--- src/rtl/dpram_port_arbiter_pkg.sv ---
// Shared types and constants for the dual-port RAM MEM-side arbiter.
package dpram_arb_pkg;

  localparam int DEF_ADDR_WIDTH = 8;
  localparam int DEF_DATA_WIDTH = 32;
  localparam int LOCK_MAX       = 4;

  typedef logic [1:0] req_id_t;

  typedef struct packed {
    logic                      we;
    logic [DEF_ADDR_WIDTH-1:0] addr;
    logic [DEF_DATA_WIDTH-1:0] wdata;
  } mem_cmd_t;

  typedef struct packed {
    logic    is_read;
    req_id_t id;
  } rd_tag_t;

endpackage

--- src/rtl/dpram_port_arbiter_rr.sv ---
// Combinational round-robin pick: first requesting index at or above ptr, wrapping.
module rr_arbiter
  import dpram_arb_pkg::*;
#(
  parameter int NUM_REQ = 2
) (
  input  logic [NUM_REQ-1:0] req,
  input  req_id_t            ptr,
  output logic [NUM_REQ-1:0] grant,
  output req_id_t            grant_idx
);

  logic [2:0] idx;
  logic       found;

  always_comb begin
    grant     = '0;
    grant_idx = '0;
    found     = 1'b0;
    idx       = '0;
    for (int k = 0; k < NUM_REQ; k++) begin
      idx = {1'b0, ptr} + 3'(k);
      if (idx >= 3'(NUM_REQ)) idx = idx - 3'(NUM_REQ);
      for (int i = 0; i < NUM_REQ; i++) begin
        if (!found && idx == 3'(i) && req[i]) begin
          grant[i]  = 1'b1;
          grant_idx = req_id_t'(i);
          found     = 1'b1;
        end
      end
    end
  end

endmodule

--- src/rtl/dpram_port_arbiter.sv ---
// Round-robin sharing of one RAM MEM port between NUM_REQ requesters with read-data routing.
// Optional atomic-lock support (req_lock port) is built when DPRAM_ARB_LOCK_EN is defined.
module dpram_port_arbiter
  import dpram_arb_pkg::*;
#(
  parameter int ADDR_WIDTH = 8,
  parameter int DATA_WIDTH = 32,
  parameter int NUM_REQ    = 2,
  parameter int RD_LATENCY = 1
) (
  input  logic                          clk,
  input  logic                          rst,
  input  logic [NUM_REQ-1:0]            req_valid,
  input  logic [NUM_REQ-1:0]            req_we,
  input  logic [NUM_REQ*ADDR_WIDTH-1:0] req_addr,
  input  logic [NUM_REQ*DATA_WIDTH-1:0] req_wdata,
`ifdef DPRAM_ARB_LOCK_EN
  input  logic [NUM_REQ-1:0]            req_lock,
`endif
  output logic [NUM_REQ-1:0]            req_ready,
  output logic [NUM_REQ-1:0]            rsp_valid,
  output logic [DATA_WIDTH-1:0]         rsp_rdata,
  output logic                          mem_en,
  output logic                          mem_we,
  output logic [ADDR_WIDTH-1:0]         mem_addr,
  output logic [DATA_WIDTH-1:0]         mem_wdata,
  input  logic [DATA_WIDTH-1:0]         mem_rdata
);

  logic [NUM_REQ-1:0]    grant;
  req_id_t               grant_idx;
  req_id_t               ptr;
  req_id_t               ptr_adv;
  logic                  accept;

  logic                  sel_we;
  logic [ADDR_WIDTH-1:0] sel_addr;
  logic [DATA_WIDTH-1:0] sel_wdata;

  logic                  en_q;
  logic                  we_q;
  logic [ADDR_WIDTH-1:0] addr_q;
  logic [DATA_WIDTH-1:0] wdata_q;

  rd_tag_t               tag_pipe [RD_LATENCY+1];

  rr_arbiter #(.NUM_REQ(NUM_REQ)) u_rr (
    .req       (req_valid),
    .ptr       (ptr),
    .grant     (grant),
    .grant_idx (grant_idx)
  );

  // No grant is offered while reset is sampled, so nothing is accepted then.
  assign req_ready = rst ? '0 : grant;
  assign accept    = |req_ready;
  assign ptr_adv   = (grant_idx == req_id_t'(NUM_REQ-1)) ? '0 : grant_idx + req_id_t'(1);

`ifdef DPRAM_ARB_LOCK_EN
  logic [2:0] lock_cnt;
  logic       locked;

  assign locked = |(req_lock & grant);

  // Hold priority on locked accepts, but force a rotation after LOCK_MAX in a row.
  always_ff @(posedge clk) begin
    if (rst) begin
      ptr      <= '0;
      lock_cnt <= '0;
    end else if (accept) begin
      if (locked && lock_cnt < 3'(LOCK_MAX-1)) begin
        ptr      <= grant_idx;
        lock_cnt <= lock_cnt + 3'd1;
      end else begin
        ptr      <= ptr_adv;
        lock_cnt <= '0;
      end
    end
  end
`else
  always_ff @(posedge clk) begin
    if (rst) begin
      ptr <= '0;
    end else if (accept) begin
      ptr <= ptr_adv;
    end
  end
`endif

  always_comb begin
    sel_we    = 1'b0;
    sel_addr  = '0;
    sel_wdata = '0;
    for (int i = 0; i < NUM_REQ; i++) begin
      if (grant[i]) begin
        sel_we    = req_we[i];
        sel_addr  = req_addr[i*ADDR_WIDTH +: ADDR_WIDTH];
        sel_wdata = req_wdata[i*DATA_WIDTH +: DATA_WIDTH];
      end
    end
  end

  always_ff @(posedge clk) begin
    if (rst) begin
      en_q    <= 1'b0;
      we_q    <= 1'b0;
      addr_q  <= '0;
      wdata_q <= '0;
    end else begin
      en_q <= accept;
      if (accept) begin
        we_q    <= sel_we;
        addr_q  <= sel_addr;
        wdata_q <= sel_wdata;
      end
    end
  end

  assign mem_en    = en_q & ~rst;
  assign mem_we    = en_q & we_q & ~rst;
  assign mem_addr  = addr_q;
  assign mem_wdata = wdata_q;

  // Stage 0 lines up with the command on the RAM port; the last stage with valid mem_rdata.
  always_ff @(posedge clk) begin
    if (rst) begin
      for (int k = 0; k <= RD_LATENCY; k++) tag_pipe[k] <= '0;
    end else begin
      tag_pipe[0].is_read <= accept & ~sel_we;
      tag_pipe[0].id      <= grant_idx;
      for (int k = 1; k <= RD_LATENCY; k++) tag_pipe[k] <= tag_pipe[k-1];
    end
  end

  always_comb begin
    rsp_valid = '0;
    for (int i = 0; i < NUM_REQ; i++) begin
      if (!rst && tag_pipe[RD_LATENCY].is_read && tag_pipe[RD_LATENCY].id == req_id_t'(i))
        rsp_valid[i] = 1'b1;
    end
  end

  assign rsp_rdata = mem_rdata;

endmodule

--- config.mk ---
export PLATFORM = sky130hd
export DESIGN_NAME = dpram_port_arbiter
export DESIGN_NICKNAME = d
export VERILOG_FILES = /design/src/rtl/dpram_port_arbiter_pkg.sv /design/src/rtl/dpram_port_arbiter_rr.sv /design/src/rtl/dpram_port_arbiter.sv
export SDC_FILE = /design/constraint.sdc
export NUM_CORES = 1
export LEC_CHECK = 0
export ABC_AREA = 1
export ABC_CLOCK_PERIOD_IN_PS = 1500
export BUFFER_PORTS_ARGS = -buffer_cell sky130_fd_sc_hd__buf_2
export CAP_MARGIN = 30
export CORE_MARGIN = 10
export CORE_UTILIZATION = 40
export CTS_BUF_LIST = sky130_fd_sc_hd__clkbuf_4 sky130_fd_sc_hd__clkbuf_8
export DETAILED_ROUTE_END_ITERATION = 10
export PLACE_DENSITY = 0.89
export SYNTH_ARGS = -nofsm -noshare
export SYNTH_HDL_FRONTEND = slang
export SYNTH_SLANG_ARGS = --single-unit
--- constraint.sdc ---
create_clock -name clk -period 1.5 [get_ports clk]
set_clock_uncertainty 0.05 [all_clocks]
set_input_delay 0.3 -clock clk [delete_from_list [all_inputs] [get_ports clk]]
set_output_delay 0.3 -clock clk [all_outputs]
set_load 0.01 [all_outputs]
**Yosys cells after proc, flatten, opt, wreduce, memory -nomap -nowiden**

Memory sizes are Yosys's and may differ from the RTL's.
Cells that the tools add are included.
Widths: inputs -> output; s select.

- Add/sub/neg operators: 4
- Magnitude comparators: 2
- Equality and inequality tests: 4
- Mux-type cells: 27
- Bitwise gates (word level): 9
- Reduce and logical (&&, ||, !) cells: 18

Operators with widths:

| operator | number |
|---|---|
| $mux 32 | 2 |
| $mux 1 | 17 |
| $mux 8 | 2 |
| $logic_and 1x1->1 | 10 |
| $mux 3 | 3 |
| $eq 3x1->1 const B | 2 |
| $logic_not 3->1 | 2 |
| $mux 2 | 3 |
| $and 1x1->1 | 4 |
| $eq 2x1->1 const B | 2 |
| $logic_not 1->1 | 4 |
| $add 2x1->3 const B | 1 |
| $ge 3x2->1 const B | 1 |
| $or 1x1->1 | 3 |
| $sub 2x2->3 const B | 1 |
| $sub 3x2->3 const B | 1 |
| $add 2x1->2 const B | 1 |
| $ge 2x2->1 const B | 1 |
| $logic_not 2->1 | 1 |
| $not 1->1 | 2 |
| $reduce_or 2->1 | 1 |

- Bits in registers: 44
- Bits in writable memories: 6
- Input bits: 118
- Output and inout port bits: 78
- Logic and storage cells: 70
- Memories: 1

Memory list:

| name | words | width | read ports | clocked after Yosys merged registers in | write ports | line | RTL |
|---|---|---|---|---|---|---|---|
| tag_pipe | 2 | 3 | 2 | 0 | 2 | dpram_port_arbiter.sv:45 | `rd_tag_t tag_pipe [RD_LATENCY+1];` |

**Depth between registers and ports, before layout**

- Depth after elaboration: 21
- Mapped depth: 8
- Mapped depth without buffers: 7

**Modules after synthesis**

A second synthesis with hierarchy kept.

- Cell total of the unflattened synthesis: 479
- Area, all modules: 2881.5 um2

Modules (own cells, without submodules):

| module | instances | cells each | area each (um2) |
|---|---|---|---|
| dpram_port_arbiter | 1 | 469 | 2836.5 |
| rr_arbiter | 1 | 10 | 45.0 |

**Least setup slack after synthesis**

No wires, ideal clock.

- Path type: input to output
- Start point: in req_valid[0]
- End point: out req_ready[1]
- Arrival: 0.965 ns
- Required time: 1.150 ns
- Setup slack: 0.185 ns
- Cell stages on the path: 5
- Path through: buf_2 > nand2_2 > nand3_2 > buf_2 > inv_1

- Cells in the longest elaborated chain, start to end: 15
- Elaborated cells between the ends (all ways): 16

RTL lines:

| element | line | RTL |
|---|---|---|
| start: declaration | dpram_port_arbiter.sv:13 | `input logic [NUM_REQ-1:0] req_valid,` |
| $logic_and 1x1->1 | dpram_port_arbiter_rr.sv:25 | `if (!found && idx == 3'(i) && req[i]) begin` |
| $mux 1 | dpram_port_arbiter_rr.sv:25 |  |
| $logic_not 1->1 | dpram_port_arbiter_rr.sv:25 |  |
| $logic_and 1x1->1 (2 in series) | dpram_port_arbiter_rr.sv:25 |  |
| $mux 1 | dpram_port_arbiter_rr.sv:25 |  |
| $logic_not 1->1 | dpram_port_arbiter_rr.sv:25 |  |
| $logic_and 1x1->1 (2 in series) | dpram_port_arbiter_rr.sv:25 |  |
| $mux 1 | dpram_port_arbiter_rr.sv:25 |  |
| $logic_not 1->1 | dpram_port_arbiter_rr.sv:25 |  |
| $logic_and 1x1->1 (2 in series) | dpram_port_arbiter_rr.sv:25 |  |
| $mux 1 * | dpram_port_arbiter_rr.sv:25 |  |
| $mux 2 * | dpram_port_arbiter.sv:55 | `assign req_ready = rst ? '0 : grant;` |
| end: declaration | dpram_port_arbiter.sv:20 | `output logic [NUM_REQ-1:0] req_ready,` |

Mark *: on every way between the ends. The rest lies on a longest branch, timed or not.

**Final worst setup path**

- Start point: reg ptr[0]
- End point: out req_ready[0]

- Cells in the longest elaborated chain, start to end: 14
- Elaborated cells between the ends (all ways): 21

RTL lines:

| element | line | RTL |
|---|---|---|
| start: declaration | dpram_port_arbiter.sv:32 | `req_id_t ptr;` |
| start signal: assignment | dpram_port_arbiter.sv:85 | `ptr <= ptr_adv;` |
| $sub 2x2->3 or $ge 2x2->1 (tied branches) | dpram_port_arbiter_rr.sv:23 | `if (idx >= 3'(NUM_REQ)) idx = idx - 3'(NUM_REQ);` |
| $mux 3 | dpram_port_arbiter_rr.sv:23 |  |
| $logic_not 3->1 | dpram_port_arbiter_rr.sv:25 |  |
| $logic_and 1x1->1 | dpram_port_arbiter_rr.sv:25 |  |
| $mux 1 | dpram_port_arbiter_rr.sv:25 |  |
| $logic_not 1->1 | dpram_port_arbiter_rr.sv:25 |  |
| $logic_and 1x1->1 (2 in series) | dpram_port_arbiter_rr.sv:25 |  |
| $mux 1 | dpram_port_arbiter_rr.sv:25 |  |
| $logic_not 1->1 | dpram_port_arbiter_rr.sv:25 |  |
| $logic_and 1x1->1 (2 in series) | dpram_port_arbiter_rr.sv:25 |  |
| $mux 1 * | dpram_port_arbiter_rr.sv:25 |  |
| $mux 2 * | dpram_port_arbiter.sv:55 |  |

Marks and branches as above.

==> impl_metrics.env <==
export IMPL_status="finished clean"
export IMPL_setup_violations=0
export IMPL_synth_edf_count=0
export IMPL_clock_sinks=47
export IMPL_synth_area_per_cell_um2=6.148
export IMPL_post_route_period_util_pct=97.22
export IMPL_cts_buffers=5
export IMPL_path_common_cell="buf_6"
export IMPL_vdd_ir_drop_max_mv=0.3942
export IMPL_setup_tns_ps=0
export IMPL_finalWorstSetupSlack_ps=41.75
export IMPL_synthXorXnorAreaFrac_pct=0
export IMPL_diodes=0
export IMPL_fmaxAchievable_mhz=685.8
export IMPL_grt_pass1_vias=3032
export IMPL_antenna_found_initial=0
export IMPL_synthArstFlopShare_pct=0
export IMPL_synthAdderAreaFrac_pct=0
export IMPL_r2r_start="ptr[0]"
export IMPL_synth_area_um2=2859
export IMPL_drt_iter0_drc=125
export IMPL_synth_compound_area_share_pct=0.1751
export IMPL_synthToLayoutAreaGrowth_pct=20.88
export IMPL_place_area_um2=3332
export IMPL_cp_startpoint="ptr[0]"
export IMPL_dp_hpwl_um=6536
export IMPL_dp_slack_ps=-18.18
export IMPL_final_util_pct=50.31
export IMPL_io_buffers=131
export IMPL_grt_overflow_total=0
export IMPL_synthDistinctLibCells=15
export IMPL_grt_pass1_wl_um=14370
export IMPL_synth_most_common_cell="nand3_1"
export IMPL_relSlewSlack_pct=71.52
export IMPL_clock_latency_ps=300
export IMPL_cts_tree="yes"
export IMPL_fin_nets=669
export IMPL_path_clk_slew_ps=100
export IMPL_drv_cap=0
export IMPL_period_needed_ps=1458
export IMPL_min_from="req_we[1]"
export IMPL_grt_setup_unrepaired="yes"
export IMPL_initial_core_util_pct=41.62
export IMPL_crit_type="reg -> out"
export IMPL_synth_top_area_share_pct=32.91
export IMPL_yosysSeqAreaShare_pct=32.91
export IMPL_routed_wl_um=8788
export IMPL_path_buf_inv=3
export IMPL_die_area_um2=10930
export IMPL_drive_gt1_share_pct=29.71
export IMPL_finalHoldViolCount=0
export IMPL_yosys_area_share_simple_pct=45.51
export IMPL_dp_cells=640
export IMPL_drc=0
export IMPL_die_w_um=104.5
export IMPL_yosys_top_cells_count="123 x nand3_1, 88 x nor2_1, 83 x nand2_1"
export IMPL_core_area_um2=6869
export IMPL_vias=3069
export IMPL_syn_nets=583
export IMPL_gp_congestion=0.7911
export IMPL_muxShareOfSynthArea_pct=0
export IMPL_ios=196
export IMPL_dr_pass1_iters=4
export IMPL_crit_family="flip-flops"
export IMPL_synth_main_ff_cell="dfxtp_1"
export IMPL_stdcell_count=648
export IMPL_synth_top_family_by_area="simple AND/OR/NAND/NOR gates"
export IMPL_clockRootBuffer="clkbuf_8"
export IMPL_ant_nets=0
export IMPL_slowest_stage="dfxtp_4"
export IMPL_start_kind="flop"
export IMPL_tightestPinTransition_ps=427.2
export IMPL_yosysWarnings=0
export IMPL_p_per_area_nw_per_um2=877.8
export IMPL_synth_area_leader_cell="dfxtp_1"
export IMPL_ys_seq_elements=47
export IMPL_path_cells="nand2_4 > nand3_2 > buf_6 > inv_2 > buf_6"
export IMPL_end_kind="output port"
export IMPL_cts_buffer_depth=2
export IMPL_p_leak_nw=2.004
export IMPL_track_usage_pct=15.47
export IMPL_die_h_um=104.5
export IMPL_holdWs_ps=251.4
export IMPL_cp_slowest_stage_delay_ps=370
export IMPL_grt_max_degree=42
export IMPL_hold_path_class="in -> reg"
export IMPL_synthTopCellsByArea="dfxtp_1 33%, nand3_1 22%, nor2_1 12%"
export IMPL_row_count=30
export IMPL_arrival_ps=1110
export IMPL_h_tree_depth=2
export IMPL_required_ps=1150
export IMPL_crit_fanout=3
export IMPL_stdcell_area_um2=3456
export IMPL_slew_viol_final=0
export IMPL_via_per_inst=4.736
export IMPL_avgRoutedWirePerCell_um=13.56
export IMPL_syn_inst=465
export IMPL_finalPower_mw=3.033
-- metal layers --
| metal | part of all wire (%) | vias up | track usage, % |
|---|---|---|---|
| met5 | 0 | - | 0 |
| met4 | 1.8 | 0 | 5.070 |
| met3 | 7.3 | 18 | 5.160 |
| met2 | 47 | 121 | 25.65 |
| met1 | 44 | 1350 | 18.35 |
| li1 | - | 1580 | - |
-- where the power goes --
group	switching [mW]	internal (mW)
clock network	0.429	0.345
registers	0.0511	1.36
logic	0.489	0.360
-- flip-flops by register name, summed over array words and instances, names as in the netlist --
register	cells
en_q	1
mem_addr	8
mem_wdata	32
ptr	1
tag_pipe	4
we_q	1
-- logic make-up after synthesis --
logic type      count (synthesis)
compound gates                  1
buf+inv                       117
flops                          47
simple gates                  300
-- area by class of cell --
type / instances / area [µm²]
fillers: 694 / 3413
multi-input cells: 301 / 1311
flip-flops and latches: 47 / 944.7
repair buffers: 145 / 797.0
inverters: 51 / 193.9
well taps: 96 / 120.1
clock buffers: 6 / 76.32
clock inverters: 2 / 12.51
-- placed cells by master, fill, tap and decap left out --
cell type	count
nand2_1	83
nand3_1	123
inv_1	46
inv_4	1
clkinv_2	1
a21oi_1	1
dfxtp_4	1
nor2_1	88
clkinvlp_4	1
clkbuf_8	5
clkbuf_4	1
nand2_2	2
dfxtp_1	46
nor3_1	1
buf_4	10
nand2_4	1
inv_2	4
buf_6	5
nand3_2	2
buf_2	129
buf_12	1
-- worst register-to-register path: stages, from the launching register on --
cell	delay, ps
dfxtp_4	390
inv_2	40
nand2_2	60
buf_4	380
nand3_1	150
nand2_1	80
nor2_1	40
nor2_1	100
-- repair_timing --
item	4_1_cts	5_1_grt
setup buffers	1	0
hold buffers	0	0
gates resized for setup	8	7
endpoints found under the setup margin	2	44
-- path summary, 6_finish.rpt --
kind                            depth (start not counted)             end  slack [ps]
worst min register to register                          2  tag_pipe[0][3]         360
worst max register to register                          7     mem_addr[2]         140
worst max-delay path                                    5    req_ready[0]          40
worst min-delay path                                    4  tag_pipe[0][2]         250
Power figures use the tool's default switching activity.
